## src/rtl/line_scan.sv

```systemverilog
// line_scan
// ---------
// Consumer-side scanner for obstacle lines. A start request captures one line
// together with the player's horizontal span. The block then walks the line one
// pixel per clock and reports three things: how many passable gaps the line has,
// where the first gap begins, and whether any wall pixel lies inside the player
// span.
//
// Optional feature macro: LINE_SCAN_LONGEST_EN
//   defined     -> longest_o reports the longest 0-run of the last scanned line
//   not defined -> the tracker is not built and longest_o is tied to 0
//
// Ports
//   clk_i        : clock
//   rst_i        : asynchronous active-high reset
//   start_i      : scan request, only looked at while idle
//   line_i       : line to scan (1 = wall, 0 = open, bit 0 scanned first)
//   player_x_i   : leftmost pixel of the player
//   player_w_i   : player width in pixels (0 never collides)
//   busy_o       : scan in progress
//   done_o       : one-cycle pulse when the result outputs update
//   gap_count_o  : number of 0-runs of at least GapWidth pixels, saturating at 255
//   first_gap_o  : start index of the first such run, all ones if there is none
//   collide_o    : a wall pixel lies inside [player_x, player_x + player_w)
//   longest_o    : longest 0-run in the line (only with LINE_SCAN_LONGEST_EN)
module line_scan #(
  parameter int Width    = 640,
  parameter int GapWidth = 80,
  parameter int PosW     = 10
) (
  input  logic              clk_i,
  input  logic              rst_i,
  input  logic              start_i,
  input  logic [Width-1:0]  line_i,
  input  logic [PosW-1:0]   player_x_i,
  input  logic [PosW-1:0]   player_w_i,
  output logic              busy_o,
  output logic              done_o,
  output logic [7:0]        gap_count_o,
  output logic [PosW-1:0]   first_gap_o,
  output logic              collide_o,
  output logic [PosW:0]     longest_o
);

  typedef enum logic [1:0] {
    IDLE = 2'd0,
    SCAN = 2'd1,
    DONE = 2'd2
  } state_e;

  localparam logic [PosW-1:0] IdxLast  = PosW'(Width - 1);
  localparam logic [PosW:0]   WidthExt = (PosW + 1)'(Width);
  localparam logic [PosW:0]   GapMin   = (PosW + 1)'(GapWidth);
  localparam logic [PosW-1:0] NoGap    = {PosW{1'b1}};

  state_e            state_q, state_d;
  logic [Width-1:0]  line_q, line_d;
  logic [PosW-1:0]   px_q, px_d;
  logic [PosW-1:0]   pw_q, pw_d;
  logic [PosW-1:0]   idx_q, idx_d;
  logic [PosW:0]     run_q, run_d;
  logic [7:0]        gap_acc_q, gap_acc_d;
  logic [PosW-1:0]   first_acc_q, first_acc_d;
  logic              coll_acc_q, coll_acc_d;
  logic              busy_q, busy_d;
  logic              done_q, done_d;
  logic [7:0]        gap_count_q, gap_count_d;
  logic [PosW-1:0]   first_gap_q, first_gap_d;
  logic              collide_q, collide_d;

  // Per-pixel helpers for the scan step
  logic              bit_s;
  logic              last_s;
  logic [PosW:0]     run_inc_s;
  logic              close_s;
  logic [PosW:0]     run_len_s;
  logic [PosW:0]     gap_start_s;
  logic              in_span_s;
  logic [PosW:0]     span_end_s;

  // Decode the current shadow pixel and what it means for the open run
  always_comb begin
    bit_s      = line_q[idx_q];
    last_s     = (idx_q == IdxLast);
    run_inc_s  = (run_q == WidthExt) ? run_q : (run_q + (PosW + 1)'(1));
    // A run closes on a wall after open pixels, or unconditionally at the end of line
    close_s    = (bit_s && (run_q != (PosW + 1)'(0))) || last_s;
    // The final pixel belongs to the run when it is open
    run_len_s  = bit_s ? run_q : run_inc_s;
    if (bit_s) begin
      gap_start_s = {1'b0, idx_q} - run_len_s;
    end else begin
      gap_start_s = WidthExt - run_len_s;
    end
    // Span end is widened by one bit so px+pw cannot wrap; idx < Width clips it
    span_end_s = {1'b0, px_q} + {1'b0, pw_q};
    in_span_s  = ({1'b0, idx_q} >= {1'b0, px_q}) && ({1'b0, idx_q} < span_end_s);
  end

`ifdef LINE_SCAN_LONGEST_EN
  logic [PosW:0] longest_acc_q, longest_acc_d;
  logic [PosW:0] longest_q, longest_d;

  // Longest-run tracker: cleared on start, updated at each run close, published at DONE
  always_comb begin
    longest_acc_d = longest_acc_q;
    longest_d     = longest_q;
    case (state_q)
      IDLE: begin
        if (start_i) begin
          longest_acc_d = (PosW + 1)'(0);
        end else begin
          longest_acc_d = longest_acc_q;
        end
      end
      SCAN: begin
        if (close_s && (run_len_s > longest_acc_q)) begin
          longest_acc_d = run_len_s;
        end else begin
          longest_acc_d = longest_acc_q;
        end
      end
      DONE: begin
        longest_d = longest_acc_q;
      end
      default: begin
        longest_acc_d = (PosW + 1)'(0);
      end
    endcase
  end

  // Longest-run registers
  always_ff @(posedge clk_i or posedge rst_i) begin
    if (rst_i) begin
      longest_acc_q <= (PosW + 1)'(0);
      longest_q     <= (PosW + 1)'(0);
    end else begin
      longest_acc_q <= longest_acc_d;
      longest_q     <= longest_d;
    end
  end

  assign longest_o = longest_q;
`else
  assign longest_o = (PosW + 1)'(0);
`endif

  // Next-state logic for the scan FSM, accumulators and result registers
  always_comb begin
    state_d     = state_q;
    line_d      = line_q;
    px_d        = px_q;
    pw_d        = pw_q;
    idx_d       = idx_q;
    run_d       = run_q;
    gap_acc_d   = gap_acc_q;
    first_acc_d = first_acc_q;
    coll_acc_d  = coll_acc_q;
    busy_d      = busy_q;
    done_d      = 1'b0;
    gap_count_d = gap_count_q;
    first_gap_d = first_gap_q;
    collide_d   = collide_q;
    case (state_q)
      IDLE: begin
        if (start_i) begin
          state_d     = SCAN;
          line_d      = line_i;
          px_d        = player_x_i;
          pw_d        = player_w_i;
          idx_d       = PosW'(0);
          run_d       = (PosW + 1)'(0);
          gap_acc_d   = 8'd0;
          first_acc_d = NoGap;
          coll_acc_d  = 1'b0;
          busy_d      = 1'b1;
        end else begin
          state_d = IDLE;
        end
      end
      SCAN: begin
        idx_d = idx_q + PosW'(1);
        if (close_s) begin
          run_d = (PosW + 1)'(0);
          if (run_len_s >= GapMin) begin
            if (gap_acc_q == 8'd0) begin
              first_acc_d = gap_start_s[PosW-1:0];
            end else begin
              first_acc_d = first_acc_q;
            end
            if (gap_acc_q != 8'hFF) begin
              gap_acc_d = gap_acc_q + 8'd1;
            end else begin
              gap_acc_d = gap_acc_q;
            end
          end else begin
            gap_acc_d = gap_acc_q;
          end
        end else if (!bit_s) begin
          run_d = run_inc_s;
        end else begin
          run_d = run_q;
        end
        if (bit_s && in_span_s) begin
          coll_acc_d = 1'b1;
        end else begin
          coll_acc_d = coll_acc_q;
        end
        if (last_s) begin
          state_d = DONE;
        end else begin
          state_d = SCAN;
        end
      end
      DONE: begin
        gap_count_d = gap_acc_q;
        first_gap_d = first_acc_q;
        collide_d   = coll_acc_q;
        done_d      = 1'b1;
        busy_d      = 1'b0;
        state_d     = IDLE;
      end
      default: begin
        state_d = IDLE;
        busy_d  = 1'b0;
      end
    endcase
  end

  // State, shadow, accumulator and output registers
  always_ff @(posedge clk_i or posedge rst_i) begin
    if (rst_i) begin
      state_q     <= IDLE;
      line_q      <= {Width{1'b0}};
      px_q        <= PosW'(0);
      pw_q        <= PosW'(0);
      idx_q       <= PosW'(0);
      run_q       <= (PosW + 1)'(0);
      gap_acc_q   <= 8'd0;
      first_acc_q <= NoGap;
      coll_acc_q  <= 1'b0;
      busy_q      <= 1'b0;
      done_q      <= 1'b0;
      gap_count_q <= 8'd0;
      first_gap_q <= NoGap;
      collide_q   <= 1'b0;
    end else begin
      state_q     <= state_d;
      line_q      <= line_d;
      px_q        <= px_d;
      pw_q        <= pw_d;
      idx_q       <= idx_d;
      run_q       <= run_d;
      gap_acc_q   <= gap_acc_d;
      first_acc_q <= first_acc_d;
      coll_acc_q  <= coll_acc_d;
      busy_q      <= busy_d;
      done_q      <= done_d;
      gap_count_q <= gap_count_d;
      first_gap_q <= first_gap_d;
      collide_q   <= collide_d;
    end
  end

  assign busy_o      = busy_q;
  assign done_o      = done_q;
  assign gap_count_o = gap_count_q;
  assign first_gap_o = first_gap_q;
  assign collide_o   = collide_q;

endmodule

```

## config.mk

```make
export PLATFORM = sky130hd
export DESIGN_NAME = line_scan
export DESIGN_NICKNAME = d
export VERILOG_FILES = /design/src/rtl/line_scan.sv
export SDC_FILE = /design/constraint.sdc
export NUM_CORES = 2
export LEC_CHECK = 0
export BUFFER_PORTS_ARGS = -buffer_cell sky130_fd_sc_hd__buf_2
export CAP_MARGIN = 0
export CELL_PAD_IN_SITES_DETAIL_PLACEMENT = 1
export CELL_PAD_IN_SITES_GLOBAL_PLACEMENT = 1
export CORE_MARGIN = 8
export CORE_UTILIZATION = 43
export CTS_CLUSTER_SIZE = 16
export DETAILED_ROUTE_END_ITERATION = 8
export PLACE_DENSITY_LB_ADDON = 0.2
export SKIP_LAST_GASP = 1
export SLEW_MARGIN = 40
export SYNTH_ARGS = -nofsm -noshare
export SYNTH_HDL_FRONTEND = slang
export SYNTH_SLANG_ARGS = --single-unit
```

## constraint.sdc

```tcl
create_clock -name clk_i -period 40 [get_ports clk_i]
set_clock_uncertainty 0.15 [all_clocks]
set_input_delay 6 -clock clk_i [delete_from_list [all_inputs] [get_ports clk_i]]
set_output_delay 6 -clock clk_i [all_outputs]
set_load 0.02 [all_outputs]
```

## Yosys cells after proc, flatten, opt, wreduce, memory -nomap -nowiden

Cells that the tools add are included.

| storage, ports and cells | value |
|---|---|
| flip-flop bits (word level) | 723 |

| cells by class | value |
|---|---|
| $lt $le $gt $ge | 4 |
| add/sub/neg operators | 6 |
| reductions and logical operators | 14 |
| equal/unequal tests | 11 |
| bitwise gates (word level) | 1 |
| mux-type cells | 29 |

Operator list:

| operator | count |
|---|---|
| 2-to-1 mux 10 bit | 6 |
| 2-to-1 mux 11 bit | 4 |
| case mux 10 bit (2 select lines) | 2 |
| 2-to-1 mux 8 bit | 4 |
| case mux 11 bit (2 select lines) | 1 |
| case mux 8 bit (2 select lines) | 1 |
| != test 2 bit, second input constant | 6 |
| adder 10 x 10 -> 11 bit | 1 |
| adder 11 x 1 -> 11 bit, second input constant | 1 |
| == test 11 x 10 -> 1 bit, second input constant | 1 |
| >= comparator 11 x 7 -> 1 bit, second input constant | 1 |
| less-than comparator 10 x 11 -> 1 bit | 1 |
| less-than comparator 10 x 11 -> 1 bit, second input constant | 1 |
| nonzero test 11 bit | 1 |
| adder 10 x 1 -> 10 bit, second input constant | 1 |
| binary-select mux 1 bit (select 10 bit) | 1 |
| == test 10 bit, second input constant | 1 |
| >= comparator 10 bit | 1 |
| AND reduction 5 bit | 2 |
| subtractor 10 bit | 1 |
| subtractor 10 bit, first input constant | 1 |
| adder 8 x 1 -> 8 bit, second input constant | 1 |
| logical NOT 8 bit | 1 |
| != test 8 bit, second input constant | 1 |
| other kinds (13) | 23 |

## Longest topological paths before layout

| depth | value |
|---|---|
| depth in word-level cells | 9 |
| gate-level depth with buffers | 28 |

## Least setup slack after synthesis

Ideal clock, no wire load.

| path | value |
|---|---|
| kind | input-to-reg |
| from | input start_i |
| to | register line_q[0] |
| data arrival time | 7.089 ns |
| stages on the path | 6 |
| library setup time | 0.065 ns |
| path buffers | 3 |
| setup slack | 32.696 ns |
| required time | 39.785 ns |
| path through | and2_0 clkbuf_1 clkbuf_1 clkbuf_1 nand2_1 nand2_1 |

| between the ends | value |
|---|---|
| longest elaborated chain between the ends | 1 |

RTL lines:

| what | RTL line | source |
|---|---|---|
| start: declaration | 33 | `input logic start_i,` |
| AND reduction 2 bit (no line) | n/a |  |
| end signal: assignment | 234 | `line_q <= {Width{1'b0}};` |
| end signal: assignment | 249 | `line_q <= line_d;` |
| end: declaration | 57 | `logic [Width-1:0] line_q, line_d;` |

No other way between the ends.
A chain may end at the register's enable or synchronous reset.

## Worst setup path in the final report

| path | value |
|---|---|
| from | input start_i |
| to | register line_q[457] |

The elaborated chain is that of the path after synthesis.

==> impl_metrics.py <==
metrics = {
    "cts": {
        "numClockSinks": 723,
        "clock-root-buffer": "clkbuf_16",
        "numCtsBuffers": 81,
        "clk_latency_ps": 630,
        "postCtsHoldBufs": 0,
        "post_cts.repair.setup_buffers": 0,
        "path_clk_slew_ps": 60,
        "clock_path_buffers": 3,
        "cts_tree": "done",
        "cts_resized": 0,
        "htree_levels": 3,
    },
    "placement": {
        "dp_cells": 5274,
        "hpwl_mm": 93.2,
        "io_buffers": 683,
        "globalplace.congestion": 0.819,
    },
    "yosys": {
        "syn_area_um2": 34300,
        "synth.distinct_cells": 76,
        "synth_seq_cells": 723,
        "yosys.area.top_type_share_pct": 51.3,
        "yosys.area.top_type": "dfrtp_1",
        "ys_warn_count": 0,
        "synthTopCellsByCount": "nand2_1 (2045), dfrtp_1 (703), clkbuf_1 (166)",
        "synthCells": 3727,
        "yosys-top-cells-area": "dfrtp_1 (51%), nand2_1 (22%), mux4_2 (8.9%)",
        "syn-mean-instance-area_um2": 9.20,
        "synthMostInstantiatedCell": "nand2_1",
        "synth_edf_count": 0,
        "async_flop_share_pct": 100,
        "seq_area_frac_synth_pct": 52.8,
        "synth_ff_type": "dfrtp_1",
    },
    "min_path": {
        "min_from": "line_q[498]",
        "hold_class": "flip-flop to flip-flop",
    },
    "global_route": {
        "grtUsageTotal_pct": 28.4,
        "gr-usage-met3_pct": 4.65,
        "overflow": 0,
        "top_usage_layer": "met2",
        "grtUsageMet2_pct": 47.6,
        "antenna_found_initial": 44,
        "grt_max_degree": 133,
        "first_global_vias": 32249,
        "use_met1_pct": 36.5,
        "grt_pass1_wl_mm": 196,
    },
    "timing": {
        "worst_slew_pin_slew_ps": 897,
        "drv_slew": 0,
        "max_freq_ghz": 0.115,
        "hold_violations": 0,
        "fin_tns_setup_ps": 0,
        "finalCritPeriodShare_pct": 21.7,
        "max-slew-margin-rel_pct": 40.0,
        "finalCriticalPeriod_ps": 8670,
        "finalSetupViolCount": 0,
        "rsz0062_at_grt": "no",
    },
    "run_status": {
        "status": "completed",
    },
    "run": {
        "cap_viol_max_count": 0,
    },
    "power_and_ir_drop": {
        "total_power_mw": 1.56,
        "p_per_area_nw_per_um2": 37.6,
        "max-vdd-ir-drop_v": 0.0000302,
        "p_leak_nw": 22.6,
    },
    "routing": {
        "num_vias": 29153,
        "vias_per_cell": 5.34,
        "antenna_left": 0,
        "routed_wl_mm": 129,
        "wl_per_cell_um": 23.6,
        "drtPass1Iterations": 5,
        "first_iter_violations": 1738,
        "route.detailed.drc": 0,
    },
    "die": {
        "die_h_um": 298,
        "die_area_um2": 89100,
        "ios": 695,
        "die_w_um": 298,
        "initial_core_util_pct": 43.4,
        "num_rows": 103,
        "core_um2": 79000,
    },
    "worst_setup_path": {
        "max_stage_delay_ps": 600,
        "crit-reg2reg-launch": "idx_q[2]",
        "crit_slowest_cell": "buf_6",
        "cp_cell_sequence": "buf_2 > and2_4 > buf_12 > buf_6 > buf_6 > buf_6 > nand2_1 > nand2_1",
        "crit_type": "input pin to flip-flop",
        "cp_top_family": "buffers and inverters",
        "worst-endpoint-required_ps": 40410,
        "critPathMostFrequentCell": "buf_6",
        "worstPathMaxFanout": 88,
        "cp-startpoint": "start_i",
        "crit_arrival_ps": 9080,
        "cp-end-kind": "flip-flop",
        "crit_buf_inv": 5,
        "startpoint_type": "input pin",
    },
    "cells_and_area": {
        "syn2layout_area_growth_pct": 20.7,
        "drive_gt1_share_pct": 24.3,
        "final-seq-area_um2": 18100,
        "final-instance-count-excl-fill": 5456,
        "nets": 5017,
        "fillers": 9289,
        "utilization_pct": 52.4,
        "multi_input_area_um2": 15000,
    },
}
-- area by class of cell --
cell class	instances	area share, %
sequential	723	43.8
multi-input combinational	2736	36.3
timing repair buffer	729	9.54
clock buffer	129	6.01
tap	1050	3.17
clock inverter	19	0.580
inverter	38	0.366
antenna	32	0.193
-- kinds of logic (layout without fill, tap and decap cells) --
| group | after synthesis | in the layout | share of synthesized area (%) |
|---|---|---|---|
| and+or+nand+nor | 2194 | 2194 | 24.8 |
| DFF | 723 | 723 | 52.8 |
| buffers and inverters | 278 | 915 | 3.59 |
| muxes | 238 | 238 | 12.0 |
| AOI/OAI and AO/OA | 226 | 226 | 4.52 |
| adders and majority gates | 45 | 45 | 1.69 |
| xor gates and xnor gates | 22 | 22 | 0.562 |
| other | 1 | 43 | 0.0109 |
-- power by group --
| group | switching, mW | internal [mW] |
|---|---|---|
| Combinational | 0.0344 | 0.0248 |
| Sequential | 0 | 0.732 |
| Clock | 0.312 | 0.453 |
-- layer usage --
metal	up-vias	part of all wire [%]
li1	13283	-
met3	235	5.2
met4	8	4.2
met2	828	49
met1	14799	41
met5	-	0.036
-- through the flow --
step | worst slack (ps) | area, um2 | hold slack, ps
2_1_floorplan | 13600 | 34300 | 290
3_3_place_gp | 29620 | 38300 | 303
3_5_place_dp | 30530 | 38500 | 308
4_1_cts | 31170 | 41300 | 323
5_1_grt | 31120 | 41400 | 333
6_report | 31330 | 41400 | 318
-- path summary, 6_finish.rpt --
check	end	slack, ps	cells past startpoint
max	line_q[457]	31330	8
min	line_q[498]	320	2
max reg2reg	first_acc_q[9]	32590	23
min reg2reg	line_q[498]	320	2
max in group asynchronous	line_q[219]	31540	6
min in group asynchronous	line_q[550]	5310	2
-- placed cells by master (no fill, tap or decap), drive strengths merged, types with 7 or more instances in the layout --
cell | synthesis | layout
and2 | 16 | 16
a221oi | 8 | 8
a31oi | 11 | 11
dfstp | 20 | 20
nor2b | 12 | 12
ha | 43 | 43
mux2i | 80 | 80
diode | 0 | 32
nand2 | 2045 | 2045
inv | 38 | 40
a22oi | 15 | 15
buf | 74 | 729
mux4 | 136 | 136
dfrtp | 703 | 703
o21ai | 54 | 54
nand3 | 27 | 27
nor3 | 11 | 11
nor2 | 32 | 32
clkinv | 0 | 13
mux2 | 22 | 22
clkbuf | 166 | 129
xnor2 | 16 | 16
a21oi | 39 | 39
a21o | 19 | 19
o21bai | 7 | 7
conb | 1 | 11
nand4 | 15 | 15
o31ai | 7 | 7
nand2b | 8 | 8
o22a | 10 | 10
-- sequential cells by signal (all words and copies together) (netlist names) --
signal	flops
busy_o	1
coll_acc_q	1
collide_o	1
done_o	1
first_acc_q	10
first_gap_o	10
gap_acc_q	8
gap_count_o	8
idx_q	10
line_q	640
pw_q	10
px_q	10
run_q	11
state_q	2
-- worst register-to-register path: stages, from the launching register on --
cell	delay [ps]
dfrtp_2	500
buf_4	540
clkinv_2	620
buf_4	570
mux2i_1	440
o221ai_1	280
a311o_1	450
a32oi_1	570
o21ai_4	300
a31oi_1	500
nand2_1	170
xor2_1	180
ha_1	350
o21ai_0	130
a21boi_0	170
o21ai_0	230
a21boi_0	150
o21ai_0	160
nand2b_1	110
a21o_1	180
a21oi_1	160
xnor2_1	150
xnor2_1	150
o22a_1	150
(Power assumes the default switching activity.)
